==> config.mk <==
export PLATFORM = sky130hd
export DESIGN_NAME = uart_pixel_loader_flat
export DESIGN_NICKNAME = d
export VERILOG_FILES = /design/src/rtl/uart_pixel_loader_if.sv /design/src/rtl/uart_pixel_loader.sv /design/src/flat_wrapper.sv
export SDC_FILE = /design/constraint.sdc
export NUM_CORES = 1
export LEC_CHECK = 0
export ABC_AREA = 0
export BUFFER_PORTS_ARGS = -buffer_cell sky130_fd_sc_hd__buf_2
export CAP_MARGIN = 10
export CORE_UTILIZATION = 55
export CTS_BUF_LIST = sky130_fd_sc_hd__clkbuf_8
export CTS_CLUSTER_DIAMETER = 120
export CTS_CLUSTER_SIZE = 24
export DETAILED_ROUTE_END_ITERATION = 10
export PLACE_DENSITY = 0.73
export SYNTH_ARGS = -nofsm -noshare
export SYNTH_HDL_FRONTEND = slang
export SYNTH_SLANG_ARGS = --single-unit
==> constraint.sdc <==
create_clock -name clockIN -period 5.57 [get_ports clockIN]
set_clock_uncertainty 0.1 [all_clocks]
set_input_delay 0 -clock clockIN [delete_from_list [all_inputs] [get_ports clockIN]]
set_output_delay 0 -clock clockIN [all_outputs]
set_load 0.02 [all_outputs]
==> src/rtl/uart_pixel_loader_if.sv <==
// uart_pixel_loader_if: UART byte handshake, pixel RAM write port and status
// strobes shared between the frame loader and its surroundings.
// The slave modport is the loader's view; the master modport is the view of
// the UART pair, pixel RAM and LED driver around it.
interface uart_pixel_loader_if #(
    parameter int ADDR_WIDTH = 10
);
    logic                  rxReadyIN;
    logic [7:0]            rxDataIN;
    logic                  txReadyIN;
    logic                  txLoadOUT;
    logic [7:0]            txDataOUT;
    logic                  wrEnOUT;
    logic [ADDR_WIDTH-1:0] wrAddrOUT;
    logic [7:0]            wrDataOUT;
    logic                  updateOUT;
    logic                  busyOUT;
    logic                  timeoutOUT;

    modport master (
        output rxReadyIN, rxDataIN, txReadyIN,
        input  txLoadOUT, txDataOUT, wrEnOUT, wrAddrOUT, wrDataOUT,
               updateOUT, busyOUT, timeoutOUT
    );

    modport slave (
        input  rxReadyIN, rxDataIN, txReadyIN,
        output txLoadOUT, txDataOUT, wrEnOUT, wrAddrOUT, wrDataOUT,
               updateOUT, busyOUT, timeoutOUT
    );
endinterface

==> src/rtl/uart_pixel_loader.sv <==
// uart_pixel_loader: parses A5-framed host commands from the UART RX byte
// stream, writes WRITE payloads into pixel RAM, requests an LED refresh on
// COMMIT and answers each complete frame with ACK (0x06) or NAK (0x15).
// A frame stalled for TIMEOUT_CYCLES between bytes is abandoned silently.
//
// Optional feature: define UART_LOADER_CHECKSUM_EN to expect a trailing
// 8-bit sum byte (CMD..payload, mod 256); WRITE/COMMIT then ACK only on a
// match and COMMIT refreshes only on a match.
//
// state  | meaning
// IDLE   | waiting for the 0xA5 start byte, everything else ignored
// CMD    | waiting for the command byte
// AH     | waiting for the address high byte
// AL     | waiting for the address low byte
// LEN    | waiting for the payload length
// DATA   | consuming payload bytes (written to RAM for WRITE)
// CSUM   | waiting for the checksum byte (checksum builds only)
// RESP   | holding the response until the transmitter takes it
module uart_pixel_loader #(
    parameter int CLOCK_FREQUENCY = 50_000_000,
    parameter int ADDR_WIDTH      = 10,
    parameter int TIMEOUT_CYCLES  = 500_000
) (
    input  logic                 clockIN,
    input  logic                 ResetIN,
    uart_pixel_loader_if.slave   bus
);

    localparam logic [7:0] SYNC_BYTE = 8'hA5;
    localparam logic [7:0] CMD_WRITE = 8'h01;
    localparam logic [7:0] CMD_COMMIT = 8'h02;
    localparam logic [7:0] ACK_BYTE  = 8'h06;
    localparam logic [7:0] NAK_BYTE  = 8'h15;
    // The counter only has to reach TIMEOUT_CYCLES-2 before it fires.
    localparam int CW = (TIMEOUT_CYCLES > 2) ? $clog2(TIMEOUT_CYCLES) : 1;

    // Elaboration-time sanity check of the configuration.
    if (TIMEOUT_CYCLES < 2 || CLOCK_FREQUENCY <= 0) begin : g_param_check
        $error("uart_pixel_loader: TIMEOUT_CYCLES must be >= 2 and CLOCK_FREQUENCY > 0");
    end

    typedef enum logic [2:0] {
        S_IDLE,
        S_CMD,
        S_AH,
        S_AL,
        S_LEN,
        S_DATA,
        S_CSUM,
        S_RESP
    } state_t;

    state_t                r_state;
    logic                  r_is_commit;
    logic [7:0]            r_addr_h;
    logic [ADDR_WIDTH-1:0] r_addr;
    logic [7:0]            r_remaining;
    logic [7:0]            r_sum;
    logic [7:0]            r_resp;
    logic [CW-1:0]         r_cnt;
    logic                  r_tx_load;
    logic [7:0]            r_tx_data;
    logic                  r_wr_en;
    logic [ADDR_WIDTH-1:0] r_wr_addr;
    logic [7:0]            r_wr_data;
    logic                  r_update;
    logic                  r_timeout;

    logic                  w_rx;
    logic [7:0]            w_byte;
    logic [7:0]            w_sum_next;
    logic [15:0]           w_addr_full;
    logic [ADDR_WIDTH-1:0] w_base;
    logic                  w_in_frame;
    logic                  w_cnt_clear;
    logic                  w_timeout_hit;

    assign w_rx        = bus.rxReadyIN;
    assign w_byte      = bus.rxDataIN;
    assign w_sum_next  = r_sum + w_byte;
    // Address bits above ADDR_WIDTH are dropped, so the payload wraps in RAM.
    assign w_addr_full = {r_addr_h, w_byte};
    assign w_base      = ADDR_WIDTH'(w_addr_full);

    assign w_in_frame    = (r_state != S_IDLE) && (r_state != S_RESP);
    assign w_cnt_clear   = w_rx || !w_in_frame;
    // A byte arriving on the terminal cycle wins over the timeout.
    assign w_timeout_hit = w_in_frame && !w_rx && (r_cnt == CW'(TIMEOUT_CYCLES - 2));

    assign bus.txLoadOUT  = r_tx_load;
    assign bus.txDataOUT  = r_tx_data;
    assign bus.wrEnOUT    = r_wr_en;
    assign bus.wrAddrOUT  = r_wr_addr;
    assign bus.wrDataOUT  = r_wr_data;
    assign bus.updateOUT  = r_update;
    assign bus.busyOUT    = (r_state != S_IDLE);
    assign bus.timeoutOUT = r_timeout;

    // Frame FSM, inter-byte timer and all registered outputs.
    always_ff @(posedge clockIN) begin
        if (ResetIN) begin
            r_state     <= S_IDLE;
            r_is_commit <= 1'b0;
            r_addr_h    <= '0;
            r_addr      <= '0;
            r_remaining <= '0;
            r_sum       <= '0;
            r_resp      <= '0;
            r_cnt       <= '0;
            r_tx_load   <= 1'b0;
            r_tx_data   <= '0;
            r_wr_en     <= 1'b0;
            r_wr_addr   <= '0;
            r_wr_data   <= '0;
            r_update    <= 1'b0;
            r_timeout   <= 1'b0;
        end else begin
            r_wr_en   <= 1'b0;
            r_update  <= 1'b0;
            r_timeout <= 1'b0;
            r_tx_load <= 1'b0;
            r_cnt     <= w_cnt_clear ? '0 : r_cnt + 1'b1;

            if (w_timeout_hit) begin
                r_state   <= S_IDLE;
                r_timeout <= 1'b1;
            end else begin
                case (r_state)
                    S_IDLE: begin
                        if (w_rx && w_byte == SYNC_BYTE) begin
                            r_state <= S_CMD;
                        end
                    end
                    S_CMD: begin
                        if (w_rx) begin
                            r_sum <= w_byte;
                            if (w_byte == CMD_WRITE) begin
                                r_is_commit <= 1'b0;
                                r_state     <= S_AH;
                            end else if (w_byte == CMD_COMMIT) begin
                                r_is_commit <= 1'b1;
                                r_state     <= S_AH;
                            end else begin
                                r_resp  <= NAK_BYTE;
                                r_state <= S_RESP;
                            end
                        end
                    end
                    S_AH: begin
                        if (w_rx) begin
                            r_addr_h <= w_byte;
                            r_sum    <= w_sum_next;
                            r_state  <= S_AL;
                        end
                    end
                    S_AL: begin
                        if (w_rx) begin
                            r_addr  <= w_base;
                            r_sum   <= w_sum_next;
                            r_state <= S_LEN;
                        end
                    end
                    S_LEN: begin
                        if (w_rx) begin
                            r_remaining <= w_byte;
                            r_sum       <= w_sum_next;
                            if (w_byte != 8'd0) begin
                                r_state <= S_DATA;
                            end else begin
`ifdef UART_LOADER_CHECKSUM_EN
                                r_state <= S_CSUM;
`else
                                r_resp   <= ACK_BYTE;
                                r_update <= r_is_commit;
                                r_state  <= S_RESP;
`endif
                            end
                        end
                    end
                    S_DATA: begin
                        if (w_rx) begin
                            r_sum       <= w_sum_next;
                            r_remaining <= r_remaining - 8'd1;
                            r_addr      <= r_addr + 1'b1;
                            if (!r_is_commit) begin
                                r_wr_en   <= 1'b1;
                                r_wr_addr <= r_addr;
                                r_wr_data <= w_byte;
                            end
                            if (r_remaining == 8'd1) begin
`ifdef UART_LOADER_CHECKSUM_EN
                                r_state <= S_CSUM;
`else
                                r_resp   <= ACK_BYTE;
                                r_update <= r_is_commit;
                                r_state  <= S_RESP;
`endif
                            end
                        end
                    end
                    S_CSUM: begin
                        if (w_rx) begin
                            r_resp   <= (w_byte == r_sum) ? ACK_BYTE : NAK_BYTE;
                            r_update <= r_is_commit && (w_byte == r_sum);
                            r_state  <= S_RESP;
                        end
                    end
                    S_RESP: begin
                        // Received bytes are discarded here; leave only after
                        // the load strobe has been on the bus for its cycle.
                        if (r_tx_load) begin
                            r_state <= S_IDLE;
                        end else if (bus.txReadyIN) begin
                            r_tx_load <= 1'b1;
                            r_tx_data <= r_resp;
                        end
                    end
                    default: r_state <= S_IDLE;
                endcase
            end
        end
    end

endmodule
==> src/flat_wrapper.sv <==
// flat-port wrapper written by rule: the top's interface ports become plain ports
module uart_pixel_loader_flat 
#(
    parameter int CLOCK_FREQUENCY = 50_000_000,
    parameter int ADDR_WIDTH      = 10,
    parameter int TIMEOUT_CYCLES  = 500_000
)
  (clockIN, ResetIN, bus_rxReadyIN, bus_rxDataIN, bus_txReadyIN, bus_txLoadOUT, bus_txDataOUT, bus_wrEnOUT, bus_wrAddrOUT, bus_wrDataOUT, bus_updateOUT, bus_busyOUT, bus_timeoutOUT);
  uart_pixel_loader_if #(.ADDR_WIDTH(ADDR_WIDTH)) bus_i ();
  input  logic clockIN;
  input  logic ResetIN;
  input wire logic [$bits(bus_i.rxReadyIN)-1:0] bus_rxReadyIN;
  input wire logic [$bits(bus_i.rxDataIN)-1:0] bus_rxDataIN;
  input wire logic [$bits(bus_i.txReadyIN)-1:0] bus_txReadyIN;
  output wire logic [$bits(bus_i.txLoadOUT)-1:0] bus_txLoadOUT;
  output wire logic [$bits(bus_i.txDataOUT)-1:0] bus_txDataOUT;
  output wire logic [$bits(bus_i.wrEnOUT)-1:0] bus_wrEnOUT;
  output wire logic [$bits(bus_i.wrAddrOUT)-1:0] bus_wrAddrOUT;
  output wire logic [$bits(bus_i.wrDataOUT)-1:0] bus_wrDataOUT;
  output wire logic [$bits(bus_i.updateOUT)-1:0] bus_updateOUT;
  output wire logic [$bits(bus_i.busyOUT)-1:0] bus_busyOUT;
  output wire logic [$bits(bus_i.timeoutOUT)-1:0] bus_timeoutOUT;
  assign bus_i.rxReadyIN = bus_rxReadyIN;
  assign bus_i.rxDataIN = bus_rxDataIN;
  assign bus_i.txReadyIN = bus_txReadyIN;
  assign bus_txLoadOUT = bus_i.txLoadOUT;
  assign bus_txDataOUT = bus_i.txDataOUT;
  assign bus_wrEnOUT = bus_i.wrEnOUT;
  assign bus_wrAddrOUT = bus_i.wrAddrOUT;
  assign bus_wrDataOUT = bus_i.wrDataOUT;
  assign bus_updateOUT = bus_i.updateOUT;
  assign bus_busyOUT = bus_i.busyOUT;
  assign bus_timeoutOUT = bus_i.timeoutOUT;
  uart_pixel_loader #(.CLOCK_FREQUENCY(CLOCK_FREQUENCY), .ADDR_WIDTH(ADDR_WIDTH), .TIMEOUT_CYCLES(TIMEOUT_CYCLES)) u_core (.clockIN(clockIN), .ResetIN(ResetIN), .bus(bus_i));
endmodule
==> metrics.yaml <==
timing:
  maxSlewViolCount: 0
  slew_headroom_pct: 29.9
  setup_viol_count_final: 0
  max_freq_ghz: 0.363
  rsz0062_at_grt: "false"
  post-route-period-util_pct: 49.5
  fin_crit_ps: 2760
  hold_violations: 0
  finalSetupTns_ps: 0
  max_slew.worst_pin.slew_ps: 1050
  layout_setup_ws_ps: 2810
global_route:
  grt_pass1_vias: 3190
  track_usage_pct: 24.4
  grt_max_degree: 57
  grt_pass1_wl_microns: 14800
  grt_overflow: 0
  antenna_found_initial: 0
floorplanning:
  chipHeight_microns: 88.3
  die_area_sq_um: 7790
  start_util_pct: 56.7
  row_count: 31
  dieWidth_microns: 88.3
  ioPinCount: 43
  core_sq_um: 7210
cells_and_area:
  nets: 561
  final_common_cell: "nand2_1"
  final_cell_mix: "nand2_1 (83), dfxtp_1 (79), nor2_1 (65), a21oi_1 (42), buf_2 (38)"
  drive_gt1_share_pct: 13.1
  multiInputGateArea_sq_um: 2290
  syn2layout_area_growth_pct: 10.7
  design_area_sq_um: 4530
  nFillCells: 670
  diodes: 0
  seqCellArea_sq_um: 1580
cts:
  clk_latency_ps: 360
  cts_hold_buffers: 9
  clkTransAtPathRegs_ps: 80
  cts_resized: 0
  cts.sink_count: 79
  cts_tree: "built"
  cts.path.max_buffers: 2
  postCtsSetupBuffers: 0
  h-tree-depth: 3
  cts_buffers: 9
  clockRootBuffer: "clkbuf_8"
logic_synthesis:
  synthAdderAreaFrac_pct: 4.16
  yosys_warnings: 0
  synth-edff-count: 0
  synthArstFlopShare_pct: 0
  synth_compound_area_share_pct: 15.9
  synthMuxAreaShare_pct: 1.99
  synth.avg_cell_area_sq_um: 8.07
  yosysSeqAreaShare_pct: 38.6
  synthXorXnorAreaFrac_pct: 5.78
  synth_top_family_by_area: "simple AND/OR/NAND/NOR gates"
  synthCells: 507
  synth.distinct_cells: 66
  synth_simple_gate_area_share_pct: 27.8
  ys_seq_elements: 79
  syn_area_sq_um: 4090
  synthFlopType: "dfxtp_1"
drt:
  routedWlPerCell_microns: 14.1
  vias: 3586
  wirelength_microns: 9030
  first_pass_iters: 5
  drt-initial-drc-count: 286
  antenna_left: 0
  vias_per_cell: 5.60
  drcViolationCount: 0
  drt-met1-wl_microns: 4210
  topRoutingLayerUsed: "met4"
  met3_length_microns: 373
  wl_met2_microns: 4220
critical_path:
  cp_max_fo: 19
  critPathArrivalTime_ps: 2850
  crit_required_ps: 5660
  cp-start-kind: "flip-flop"
  critPathKind: "flip-flop to flip-flop"
  crit_path_end_kind: "flip-flop"
worst_hold_path:
  hold_path_class: "primary input to flip-flop"
power_and_ir_drop:
  total_leakage_power_uw: 0.00170
  ir_drop_v: 0.000181
  power_density_nw_per_um2: 239
placed_design:
  port_buffers: 38
  gp_congestion: 0.852
  dpl_worst_slack_ps: 2860
  dp_hpwl_microns: 6110
  place_area_sq_um: 4230
run_status:
  status: "finished clean"
job:
  max_cap_viol_count: 0
[power breakdown]
| group | leakage, uW | internal [uW] | switching [uW] | total [uW] |
|---|---|---|---|---|
| sequential | 0.000636 | 566 | 1.72 | 567 |
| clock | 0.000106 | 249 | 211 | 460 |
| combinational | 0.000958 | 18.3 | 36.3 | 54.6 |
| total | 0.00170 | 833 | 249 | 1080 |
[registers in the layout (all words and copies together) (netlist names), 2 cells and up]
register / cells
u_core.r_cnt: 19
u_core.bus.wrAddrOUT: 10
u_core.r_addr: 10
u_core.bus.wrDataOUT: 8
u_core.r_remaining: 8
u_core.r_sum: 8
u_core.bus.txDataOUT: 3
u_core.r_resp: 3
u_core.r_state: 3
u_core.r_addr_h: 2
[worst max-delay path, cell delays in order, from the launching register on]
cell	delay [ps]
dfxtp_1	760
nor2b_4	320
and2_1	530
nand2_2	160
or2_1	480
nand2_1	170
a21oi_1	70
[synthesized netlist by cell type (6+ instances only)]
| master | instances | area share, % |
|---|---|---|
| clkbuf_1 | 10 | 0.92 |
| buf_4 | 7 | 1.3 |
| nand3_1 | 20 | 2.4 |
| nand2_1 | 83 | 7.6 |
| a21oi_1 | 42 | 5.1 |
| o21ai_0 | 19 | 2.3 |
| mux2i_1 | 7 | 1.7 |
| nor2_1 | 65 | 6.0 |
| a311oi_1 | 10 | 2.1 |
| ha_1 | 12 | 3.7 |
| xor2_1 | 18 | 3.9 |
| nand4_1 | 8 | 1.2 |
| or3_1 | 6 | 0.92 |
| dfxtp_1 | 79 | 39 |
| nor3_1 | 13 | 1.6 |
| inv_1 | 11 | 1.0 |
| buf_2 | 11 | 1.3 |
[cells by family (layout without fill, tap and decap cells)]
| family | Yosys count | in the layout |
|---|---|---|
| buffers and inverters | 43 | 74 |
| other | 1 | 4 |
| AND/OR/NAND/NOR | 236 | 236 |
| XOR/XNOR | 24 | 24 |
| adder cells (fa/ha/maj) | 13 | 13 |
| multiplexers | 8 | 8 |
| flip-flops | 79 | 79 |
| AO/OA/AOI/OAI | 103 | 103 |
[path summary, 6_finish.rpt]
path | from | slack, ps | to | cells past startpoint
setup / recovery | u_core.r_state[2] | 2810 | u_core.bus.wrAddrOUT[9] | 6
hold / removal | bus_txReadyIN | 20 | u_core.bus.txLoadOUT | 3
setup reg to reg | u_core.r_state[2] | 2810 | u_core.bus.wrAddrOUT[9] | 6
hold reg to reg | u_core.bus.wrDataOUT[5] | 350 | u_core.bus.wrDataOUT[5] | 2
[layer usage]
layer	GRT usage, %	vias up
met5	0	-
met4	11.1	0
met3	4.38	18
met2	39.0	98
met1	32.2	1666
li1	-	1804
[layout make-up]
cell class              instances  share of cell area, %
repair buffers                 47                   6.19
clock inverters                 7                   1.96
multi-input cells             388                   50.6
clock buffers                   9                   2.73
well taps                      99                   2.73
inverters                      11                  0.911
flip-flops and latches         79                   34.9
[through the flow]
stage,hold WS [ps],std cells,util [%],total power [uW]
global placement,200,615,58.6,629
detailed placement,205,615,58.6,630
CTS,12.6,640,62.8,1090
global route,18.7,640,62.8,1120
floorplan,36.0,510,-,616
finish,20.8,640,62.8,1080
Power figures use the tool's default switching activity.
